**config.mk**
```make
export PLATFORM = sky130hd
export DESIGN_NAME = mem_access_stage
export DESIGN_NICKNAME = d
export VERILOG_FILES = /design/src/rtl/mem_access_stage_pkg.sv /design/src/rtl/mem_access_stage_mem_wb.sv /design/src/rtl/mem_access_stage.sv
export SDC_FILE = /design/constraint.sdc
export NUM_CORES = 1
export LEC_CHECK = 0
export CAP_MARGIN = 20
export CORE_MARGIN = 3
export CORE_UTILIZATION = 36
export DETAILED_ROUTE_END_ITERATION = 8
export PLACE_DENSITY = 0.82
export SYNTH_ARGS = -nofsm -noshare
export SYNTH_HDL_FRONTEND = slang
export SYNTH_SLANG_ARGS = --single-unit
```
**constraint.sdc**
```tcl
create_clock -name clk -period 1.6 [get_ports clk]
set_input_delay 0.32 -clock clk [delete_from_list [all_inputs] [get_ports clk]]
set_output_delay 0.32 -clock clk [all_outputs]
set_load 0.05 [all_outputs]
```
**src/rtl/mem_access_stage_pkg.sv**
```systemverilog
// Shared MIPS pipeline definitions: datapath widths and MEM-stage FSM encoding.
package mem_access_stage_pkg;
  localparam int WORD_W = 32;
  localparam int REG_W  = 5;

  typedef enum logic {
    IDLE   = 1'b0,
    ACCESS = 1'b1
  } state_e;
endpackage

```
**src/rtl/mem_access_stage_mem_wb.sv**
```systemverilog
// MEM/WB pipeline register; bubble forces regwrite low so the slot writes nothing back.
module mem_access_stage_mem_wb
  import mem_access_stage_pkg::*;
(
  input  logic              clk,
  input  logic              reset,
  input  logic              bubble,
  input  logic              regwrite_in,
  input  logic              memtoreg_in,
  input  logic [WORD_W-1:0] read_data_in,
  input  logic [WORD_W-1:0] result_in,
  input  logic [REG_W-1:0]  reg_dest_in,
  output logic              regwrite_out,
  output logic              memtoreg_out,
  output logic [WORD_W-1:0] read_data_out,
  output logic [WORD_W-1:0] result_out,
  output logic [REG_W-1:0]  reg_dest_out
);
  logic              regwrite_q, regwrite_d;
  logic              memtoreg_q, memtoreg_d;
  logic [WORD_W-1:0] read_data_q, read_data_d;
  logic [WORD_W-1:0] result_q, result_d;
  logic [REG_W-1:0]  reg_dest_q, reg_dest_d;

  always_comb begin
    regwrite_d  = regwrite_in & ~bubble;
    memtoreg_d  = memtoreg_in;
    read_data_d = read_data_in;
    result_d    = result_in;
    reg_dest_d  = reg_dest_in;
  end

  always_ff @(posedge clk) begin
    if (reset) begin
      regwrite_q  <= 1'b0;
      memtoreg_q  <= 1'b0;
      read_data_q <= '0;
      result_q    <= '0;
      reg_dest_q  <= '0;
    end else begin
      regwrite_q  <= regwrite_d;
      memtoreg_q  <= memtoreg_d;
      read_data_q <= read_data_d;
      result_q    <= result_d;
      reg_dest_q  <= reg_dest_d;
    end
  end

  assign regwrite_out  = regwrite_q;
  assign memtoreg_out  = memtoreg_q;
  assign read_data_out = read_data_q;
  assign result_out    = result_q;
  assign reg_dest_out  = reg_dest_q;
endmodule

```
**src/rtl/mem_access_stage.sv**
```systemverilog
// MIPS MEM stage: data-memory req/ack FSM with timeout, branch resolve, MEM/WB register.
// Optional alignment check enabled by defining MEM_MISALIGN_CHECK_EN.
module mem_access_stage
  import mem_access_stage_pkg::*;
#(
  parameter int TIMEOUT_CYC = 255,
  parameter int CNT_W       = 8
) (
  input  logic              clk,
  input  logic              reset,
  input  logic              branch_ex_mem,
  input  logic              memRead_ex_mem,
  input  logic              memWrite_ex_mem,
  input  logic              regwrite_ex_mem,
  input  logic              MemtoReg_ex_mem,
  input  logic [WORD_W-1:0] pc_branch_target_ex_mem,
  input  logic [WORD_W-1:0] result_ex_mem,
  input  logic [WORD_W-1:0] B_ex_mem,
  input  logic              zero_flag_ex_mem,
  input  logic [REG_W-1:0]  Reg_dest_op_ex_mem,
  input  logic [WORD_W-1:0] dmem_rdata,
  input  logic              dmem_ack,
  output logic              dmem_req,
  output logic              dmem_we,
  output logic [WORD_W-1:0] dmem_addr,
  output logic [WORD_W-1:0] dmem_wdata,
  output logic              stall_mem,
  output logic              pc_src,
  output logic [WORD_W-1:0] pc_branch_target_out,
  output logic              regwrite_mem_wb,
  output logic              MemtoReg_mem_wb,
  output logic [WORD_W-1:0] read_data_mem_wb,
  output logic [WORD_W-1:0] result_mem_wb,
  output logic [REG_W-1:0]  Reg_dest_op_mem_wb,
  output logic              dmem_err,
  output logic              misalign
);
  localparam logic [CNT_W-1:0] TIMEOUT_LAST = CNT_W'(TIMEOUT_CYC - 1);

  state_e            state_q, state_d;
  logic [CNT_W-1:0]  cnt_q, cnt_d;
  logic              req_q, req_d;
  logic              we_q, we_d;
  logic [WORD_W-1:0] addr_q, addr_d;
  logic [WORD_W-1:0] wdata_q, wdata_d;
  logic              err_q, err_d;
  logic              misalign_q, misalign_d;
  logic              memop;
  logic              misaligned;
  logic              wb_bubble;
  logic [WORD_W-1:0] wb_rdata;

  assign memop = memRead_ex_mem | memWrite_ex_mem;

`ifdef MEM_MISALIGN_CHECK_EN
  assign misaligned = memop & (result_ex_mem[1:0] != 2'b00);
`else
  assign misaligned = 1'b0;
`endif

  always_comb begin
    state_d    = state_q;
    cnt_d      = cnt_q;
    req_d      = req_q;
    we_d       = we_q;
    addr_d     = addr_q;
    wdata_d    = wdata_q;
    err_d      = err_q;
    misalign_d = 1'b0;
    stall_mem  = 1'b0;
    wb_bubble  = 1'b1;
    wb_rdata   = '0;
    if (state_q == IDLE) begin
      if (misaligned) begin
        misalign_d = 1'b1;
      end else if (memop) begin
        stall_mem = 1'b1;
        state_d   = ACCESS;
        req_d     = 1'b1;
        we_d      = memWrite_ex_mem;
        addr_d    = result_ex_mem;
        wdata_d   = B_ex_mem;
        cnt_d     = '0;
      end else begin
        wb_bubble = 1'b0;
      end
    end else begin
      // Ack is tested first so a completion on the last allowed cycle is not an error.
      if (dmem_ack) begin
        state_d   = IDLE;
        req_d     = 1'b0;
        we_d      = 1'b0;
        wb_bubble = 1'b0;
        wb_rdata  = we_q ? '0 : dmem_rdata;
      end else if (cnt_q == TIMEOUT_LAST) begin
        state_d = IDLE;
        req_d   = 1'b0;
        we_d    = 1'b0;
        err_d   = 1'b1;
      end else begin
        stall_mem = 1'b1;
        cnt_d     = cnt_q + 1'b1;
      end
    end
  end

  always_ff @(posedge clk) begin
    if (reset) begin
      state_q    <= IDLE;
      cnt_q      <= '0;
      req_q      <= 1'b0;
      we_q       <= 1'b0;
      addr_q     <= '0;
      wdata_q    <= '0;
      err_q      <= 1'b0;
      misalign_q <= 1'b0;
    end else begin
      state_q    <= state_d;
      cnt_q      <= cnt_d;
      req_q      <= req_d;
      we_q       <= we_d;
      addr_q     <= addr_d;
      wdata_q    <= wdata_d;
      err_q      <= err_d;
      misalign_q <= misalign_d;
    end
  end

  assign dmem_req             = req_q;
  assign dmem_we              = we_q;
  assign dmem_addr            = addr_q;
  assign dmem_wdata           = wdata_q;
  assign dmem_err             = err_q;
  assign misalign             = misalign_q;
  assign pc_src               = branch_ex_mem & zero_flag_ex_mem;
  assign pc_branch_target_out = pc_branch_target_ex_mem;

  mem_access_stage_mem_wb u_mem_wb (
    .clk          (clk),
    .reset        (reset),
    .bubble       (wb_bubble),
    .regwrite_in  (regwrite_ex_mem),
    .memtoreg_in  (MemtoReg_ex_mem),
    .read_data_in (wb_rdata),
    .result_in    (result_ex_mem),
    .reg_dest_in  (Reg_dest_op_ex_mem),
    .regwrite_out (regwrite_mem_wb),
    .memtoreg_out (MemtoReg_mem_wb),
    .read_data_out(read_data_mem_wb),
    .result_out   (result_mem_wb),
    .reg_dest_out (Reg_dest_op_mem_wb)
  );
endmodule
```
==> impl_metrics.yaml, run 1 <==
clocking:
  clkLatencyLatePin_ns: 0.41
  cts_sinks: 147
  root_buffer: "clkbuf_16"
  cts_tree: "yes"
  htreeDepth: 4
  cts_buffer_depth: 2
  cts.clk_slew.worst_paths_ns: 0.06
  cts_buffers: 17
power:
  finalPower_mw: 9.50
  powerDensity_nw_per_um2: 1220
  ir_drop_mv: 0.575
  power.leakage_nw: 3.36
worst_setup_path:
  cp_slowest_stage_delay_ns: 0.32
  r2r_start: "cnt_q[0]"
  cp_max_fo: 2
  path_class: "register to output port"
  ff2ff_setup_slack_ns: -0.01
  cp_slowest_cell: "dfxtp_2"
  crit_path_end_kind: "output port"
  r2r_cells: 7
  r2r_end: "cnt_q[5]"
  start_kind: "register"
  endpoint: "stall_mem"
  critPathRequiredTime_ns: 1.28
  cp_cell_sequence: "inv_2, ha_4, nand4_1, o21ai_4, nand2_4, buf_8"
  arrival_ns: 1.63
  cp-startpoint: "cnt_q[0]"
synthesis:
  synth_flop_cell: "dfxtp_1"
  synth-edff-count: 0
  synth_seq_cells: 147
  synth_top_cell_area_share: 0.592
  synth_fp_nets: 678
  postSynthAreaPerCell_um2: 9.30
  synth_area_um2: 4970
  synthCells: 534
  synth_common_cells: "147 x dfxtp_1, 129 x nand2_1, 70 x a21oi_1"
  ys_async_sr_fraction: 0
  synth.most_common_cell: "dfxtp_1"
  synth_largest_area_cell: "dfxtp_1"
  yosysSeqAreaShare: 0.592
  yosys_warnings: 0
  ys_types: 40
  synth_area_leaders: "dfxtp_1 59%, nand2_1 9.7%, a21oi_1 7.1%"
run_status:
  violations: "setup timing"
  status: "complete, but fails checks"
drt:
  ant_nets: 0
  post_drt_wl_per_cell_um: 14.1
  viasPerCell: 4.52
  drc_errors: 0
  wl_um: 13400
  first_pass_iters: 4
  dr.first_iter.drc_count: 239
  num_vias: 4273
sta:
  finalCritPeriodShare: 1.22
  rsz0062_at_grt: "yes"
  period_minus_slack_ns: 1.95
  clock.fmax_mhz: 513
  skew_ns: 0.00706
  setup_viol: 3
  hold_ws_ns: 0.190
  hold_viol: 0
  finalMaxSlewViolations: 0
  setup_slack_ns: -0.349
placement:
  dp_hpwl_um: 9650
  place_area_um2: 7140
  gp_congestion: 0.794
  port_buffers: 249
global_routing:
  overflow: 0
  antenna_found_initial: 0
  grt_start_max_net_pins: 91
  grt_pass1_wl_um: 19800
  grt_pass1_vias: 3963
  grt_usage: 0.171
floorplanning:
  die_x_um: 123
  die_area_um2: 15200
  start_util: 0.372
  io_pins: 315
  row_count: 42
  core_um2: 13300
  dieHeight_um: 123
layout:
  diodes: 0
  postLayoutCoreUtil: 0.585
  design_area_um2: 7810
  syn_to_final_growth_pct: 57.2
  final_nets: 902
  drive_gt1_frac: 0.275
run:
  timing.max_cap.violations: 0
worst_hold_path:
  hold_class: "input port to register"
## layout make-up
class / count / area, µm²
fill: 1177 / 5540
inverter: 5 / 18.8
tap: 176 / 220
sequential: 147 / 2950
multi-input combinational: 316 / 1660
timing repair buffer: 271 / 2400
clock inverter: 13 / 136
clock buffer: 18 / 429
## flip-flops by register name, indices dropped and copies added (netlist names), 5 cells and up
| register | cells |
|---|---|
| dmem_addr | 32 |
| dmem_wdata | 32 |
| u_mem_wb.read_data_out | 32 |
| u_mem_wb.result_out | 32 |
| cnt_q | 8 |
| u_mem_wb.reg_dest_out | 5 |
## report_power, final
part	switching [mW]	total, mW	internal, mW	leakage [nW]
Clock	1.51	3.79	2.28	0.268
Sequential	0.0907	3.95	3.86	1.21
Combinational	1.11	1.76	0.655	1.88
## how the worst min path moves through the flow
stage / endpoint / depth (start not counted) / start
after floorplan: u_mem_wb.read_data_out[0] / 1 / dmem_rdata[0]
after global placement: dmem_wdata[6] / 2 / dmem_wdata[6]
after detailed placement: dmem_wdata[20] / 2 / dmem_wdata[20]
after CTS: cnt_q[5] / 2 / reset
after global routing: cnt_q[5] / 2 / reset
final: cnt_q[5] / 2 / reset
## layer usage
metal	part of all wire	global-route usage
met5	0	0
met4	0.023	0.0706
met2	0.51	0.294
met1	0.38	0.184
met3	0.091	0.0746
## timing repair
item | CTS | global route
buffers inserted | 8 | 0
pin swaps | 4 | 4
hold buffers | 0 | 0
setup endpoints to repair | 8 | 9
resized for setup | 10 | 8
## critical path, delay by kind of cell (launching register included)
family	cells	cell delay, ns
AOI/OAI and AO/OA	1	0.26
adders and majority gates	1	0.13
DFF	1	0.32
and+or+nand+nor	2	0.27
buffers and inverters	2	0.23
## per-stage QoR
| stage | setup WS, ns | std cells | TNS (ns) |
|---|---|---|---|
| after floorplan | 0.110 | 534 | 0 |
| after global placement | -0.265 | 910 | -11.01 |
| after detailed placement | -0.259 | 910 | -12.87 |
| after CTS | -0.345 | 949 | -0.887 |
| after global routing | -0.385 | 946 | -0.571 |
| final | -0.349 | 946 | -0.360 |
## cells in the final DEF (no fill, tap or decap), drive strengths merged, types with 2 or more instances in the layout
cell and n:
and3 2, dfxtp 147, inv 6, clkdlybuf4s50 108, buf 163, nor2 5
nand3 8, nor2b 38, nand2 130, clkinvlp 4, or4 2, a21oi 71
clkbuf 18, bufinv 2, clkinv 6, o311ai 2, o21ai 2, and2 33
ha 2, nand4 3
## kinds of logic (layout without fill, tap and decap cells)
group / count (synthesis) / in the layout / synth area share
AND/OR/NAND/NOR: 231 / 231 / 0.227
flip-flops: 147 / 147 / 0.592
AO/OA/AOI/OAI: 82 / 82 / 0.0904
buffers and inverters: 71 / 307 / 0.0844
adder cells (fa/ha/maj): 2 / 2 / 0.00504
other: 1 / 1 / 0.000755
(Power assumes the default switching activity.)
==> inputs of run 2 (changes only) <==
- CORE_UTILIZATION: 36 -> 37
- PLACE_DENSITY: 0.82 -> 0.83
- SYNTH_HIERARCHICAL: default -> 1
==> impl_metrics.yaml, run 2 <==
layout:
  final_nets: 943
  layout.cells.non_filler: 988
  final_cell_mix: "157 x buf_4, 142 x dfxtp_1, 132 x nand2_1, 108 x clkdlybuf4s50_1, 70 x nor2b_1"
  design_area_um2: 8150
  layout_commonest_cell: "buf_4"
  drive_gt1_frac: 0.270
  syn_to_final_growth_pct: 57.3
  diodes: 0
power:
  finalPower_mw: 9.82
  p_clk_frac: 0.407
  combinationalPowerShare: 0.191
  internal_power_mw: 7.08
  switchingPower_mw: 2.74
  ir_drop_mv: 0.782
  swShare: 0.279
  pwr-share-seq: 0.402
  powerDensity_nw_per_um2: 1200
  power.leakage_nw: 3.51
synthesis:
  ys_types: 38
  synth_seq_cells: 147
  synth_common_cells: "147 x dfxtp_1, 133 x nand2_1, 70 x nor2b_1"
  synth_fp_nets: 714
  yosysSeqAreaShare: 0.568
  postSynthAreaPerCell_um2: 9.09
  ys_async_sr_fraction: 0
  synth_flop_cell: "dfxtp_1"
  synthCells: 570
  synth_area_um2: 5180
  synth_area_leaders: "dfxtp_1 57%, nand2_1 9.6%, nor2b_1 8.5%"
  synth_largest_area_cell: "dfxtp_1"
  yosys_warnings: 6
  synth-edff-count: 0
  synth_top_cell_area_share: 0.568
  synth.most_common_cell: "dfxtp_1"
worst_setup_path:
  arrival_ns: 1.44
  crit_path_end_kind: "output port"
  cp_max_fo: 2
  critPathRequiredTime_ns: 1.28
  path_class: "register to output port"
  start_kind: "register"
run_status:
  violations: "setup timing"
  status: "complete, but fails checks"
floorplanning:
  core_um2: 13500
  die_area_um2: 15500
  dieHeight_um: 124
  start_util: 0.385
  row_count: 42
  io_pins: 315
  die_x_um: 124
clocking:
  cts_tree: "yes"
  htreeDepth: 4
  cts.clk_slew.worst_paths_ns: 0.06
  root_buffer: "clkbuf_16"
  cts_sinks: 147
  cts_buffers: 17
  clkLatencyLatePin_ns: 0.41
  cts_buffer_depth: 2
sta:
  finalMaxSlewViolations: 0
  skew_ns: 0.00493
  setup_viol: 4
  clock.fmax_mhz: 569
  finalCritPeriodShare: 1.10
  rsz0062_at_grt: "yes"
  setup_slack_ns: -0.158
  hold_viol: 0
  period_minus_slack_ns: 1.76
drt:
  post_drt_wl_per_cell_um: 14.1
  wl_um: 13900
  dr.first_iter.drc_count: 221
  drc_errors: 0
  ant_nets: 0
  viasPerCell: 4.54
  num_vias: 4488
  first_pass_iters: 5
global_routing:
  grt_usage: 0.178
  overflow: 0
  grt_pass1_wl_um: 22200
  grt_start_max_net_pins: 65
  antenna_found_initial: 0
  grt_pass1_vias: 4444
placement:
  gp_congestion: 0.877
  place_area_um2: 7440
  port_buffers: 249
  place_ws_ns: -0.123
  placedCellCount: 949
  dp_hpwl_um: 10100
run:
  timing.max_cap.violations: 0
worst_hold_path:
  hold_class: "input port to register"
[run 2: cells by family after synthesis]
family,Yosys count,synth area share
buffers and inverters,71,0.0843
adder cells (fa/ha/maj),2,0.00483
multiplexers,1,0.00217
AND/OR/NAND/NOR,265,0.253
AO/OA/AOI/OAI,83,0.0874
other,1,0.000724
flip-flops,147,0.568
[run 2: path summary, 6_finish.rpt]
path / start / to / slack (ns) / cells past startpoint
hold / removal: reset / u_mem_wb/read_data_out[1] / 0.26 / 2
setup reg to reg: cnt_q[0] / cnt_q[3] / -0.07 / 8
setup / recovery: cnt_q[0] / stall_mem / -0.16 / 6
hold reg to reg: dmem_addr[31] / dmem_addr[31] / 0.45 / 2
[run 2: metrics by stage]
step,utilization,hold slack [ns],TNS (ns)
after global placement,0.553,0.442,-3.39
after detailed placement,0.553,0.447,-6.33
after CTS,0.603,0.239,-0.327
final,0.606,0.264,-0.303
after floorplan,-,0.392,0
after global routing,0.606,0.252,-0.684
[run 2: power by group through the flow]
stage	Clock, mW	Combinational, mW	Sequential, mW
floorplan	0	0.623	4.69
global placement	0	1.85	4.02
detailed placement	0	1.87	4.03
CTS	4.10	1.89	3.95
global route	4.27	1.99	3.97
finish	4.00	1.88	3.95
[run 2: critical path, cell delays in order, from the launching register on]
cell and delay, ns:
dfxtp_2 0.33, inv_2 0.07, ha_4 0.14, nand3_4 0.09, o21ai_4 0.15, nand2_2 0.08, buf_6 0.16
[run 2: routing by layer]
layer / global-route usage / vias up / routed length, µm
li1: - / 2242 / -
met1: 0.196 / 2050 / 5470
met2: 0.305 / 163 / 7110
met3: 0.0665 / 33 / 1010
met4: 0.0832 / 0 / 353
met5: 0 / - / 0
[run 2: layout make-up]
| type | count | area (µm²) |
|---|---|---|
| sequential | 147 | 2950 |
| multi-input combinational | 352 | 1870 |
| clock buffer | 19 | 443 |
| fill | 1122 | 5300 |
| clock inverter | 13 | 158 |
| timing repair buffer | 278 | 2500 |
| tap | 176 | 220 |
| inverter | 3 | 11.3 |
[run 2: repair_timing]
action,CTS,global route
hold buffers,0,0
gates resized for setup,8,9
setup buffers,6,3
setup endpoints to repair,1,5
pin swaps,3,5
==> inputs of run 3 (changes only) <==
- CORE_AREA: default -> 3 3 122 124
- CORE_MARGIN: 3 -> default
- CORE_UTILIZATION: 37 -> default
- DIE_AREA: default -> 0 0 125 127
- clock period: 1.6 -> 2.15 ns (I/O delays scaled with it)
==> impl_metrics.yaml, run 3 (same netlist as run 2, synthesis figures left out) <==
run_status:
  status: "finished, final reports clean"
sta:
  max_slew.worst_pin.slew_ns: 0.543
  finalCritPeriodShare: 0.944
  skew_ns: 0.00555
  final.setup.tns_ns: 0
  period_minus_slack_ns: 2.03
  rsz0062_at_grt: "no"
  finalMaxSlewViolations: 0
  setup_slack_ns: 0.121
  clock.fmax_mhz: 493
  setup_viol: 0
  slew_headroom: 0.637
  hold_viol: 0
drt:
  viasPerCell: 4.48
  wl_um: 13700
  num_vias: 4354
  post_drt_wl_per_cell_um: 14.1
  first_pass_iters: 6
  ant_nets: 0
  drc_errors: 0
  dr.first_iter.drc_count: 150
worst_hold_path:
  min_path_cells: 2
  hold_class: "input port to register"
  hp-start: "reset"
global_routing:
  antenna_found_initial: 0
  grt_pass1_vias: 4378
  grt_usage: 0.173
  grt_pass1_wl_um: 22200
  overflow: 0
  grt_start_max_net_pins: 55
clocking:
  cts_buffer_depth: 2
  htreeDepth: 4
  cts_sinks: 147
  cts.clk_slew.worst_paths_ns: 0.06
  cts_hold_buf: 0
  ctsResizeCount: 0
  clkLatencyLatePin_ns: 0.41
  root_buffer: "clkbuf_16"
  cts_tree: "yes"
  cts_buffers: 17
  cts_setup_buffers: 0
layout:
  design_area_um2: 8160
  layout_commonest_cell: "clkdlybuf4s50_1"
  drive_gt1_frac: 0.0632
  final_cell_mix: "245 x clkdlybuf4s50_1, 147 x dfxtp_1, 133 x nand2_1, 70 x nor2b_1, 68 x a21oi_1"
  nFillCells: 1187
  layout.cells.non_filler: 971
  syn_to_final_growth_pct: 57.5
  diodes: 0
  final_nets: 923
worst_setup_path:
  r2r_cells: 5
  cp_max_fo: 3
  start_kind: "register"
  crit_path_end_kind: "output port"
  cp-startpoint: "dmem_we"
  r2r_start: "state_q"
  path_buf_inv: 1
  crit_family: "buffers and inverters"
  cp_slowest_stage_delay_ns: 0.83
  path_class: "register to output port"
  cp_cell_sequence: "clkdlybuf4s50_1"
  cp_slowest_cell: "clkdlybuf4s50_1"
  arrival_ns: 1.60
  cp.depth: 1
  critPathRequiredTime_ns: 1.72
floorplanning:
  row_count: 43
  die_x_um: 125
  io_pins: 315
  core_um2: 13900
  die_area_um2: 15900
  dieHeight_um: 127
  start_util: 0.373
placement:
  placedCellCount: 940
  place_area_um2: 7630
  dp_hpwl_um: 9810
  gp_congestion: 0.789
  place_ws_ns: 0.245
  port_buffers: 249
power:
  powerDensity_nw_per_um2: 855
  ir_drop_mv: 0.571
  power.leakage_nw: 3.12
run:
  timing.max_cap.violations: 0
## run 3: per-layer routing
metal	global-route usage	up-vias	wire length [µm]
met5	0	-	0
met4	0.0721	0	262
met3	0.0631	31	1040
met2	0.301	147	7070
met1	0.193	1982	5340
li1	-	2194	-
## run 3: layout make-up
cell class / instances / area [µm²] / share of cell area
repair buffers: 258 / 2630 / 0.322
well taps: 180 / 225 / 0.0276
clock buffers: 20 / 457 / 0.0559
inverters: 3 / 11.3 / 0.00138
multi-input cells: 352 / 1820 / 0.223
clock inverters: 11 / 80.1 / 0.00981
flip-flops and latches: 147 / 2940 / 0.361
## run 3: final timing paths
check                                    end  slack, ns
setup / recovery                     dmem_we       0.12
hold / removal    u_mem_wb/read_data_out[11]       0.41
setup reg to reg                    cnt_q[6]       0.49
hold reg to reg               dmem_wdata[31]       0.45
## run 3: power breakdown
part           total [mW]  switching, mW  internal [mW]
clock network        2.67           1.13           1.53
registers            2.94         0.0664           2.87
logic                1.38          0.834          0.544
total                6.98           2.03           4.95
## run 3: through the flow
step	total power [mW]	hold WS [ns]	util
2_1_floorplan	3.95	0.469	-
3_3_place_gp	4.37	0.441	0.549
3_5_place_dp	4.38	0.445	0.549
4_1_cts	7.07	0.395	0.588
5_1_grt	7.28	0.429	0.588
6_report	6.98	0.410	0.588
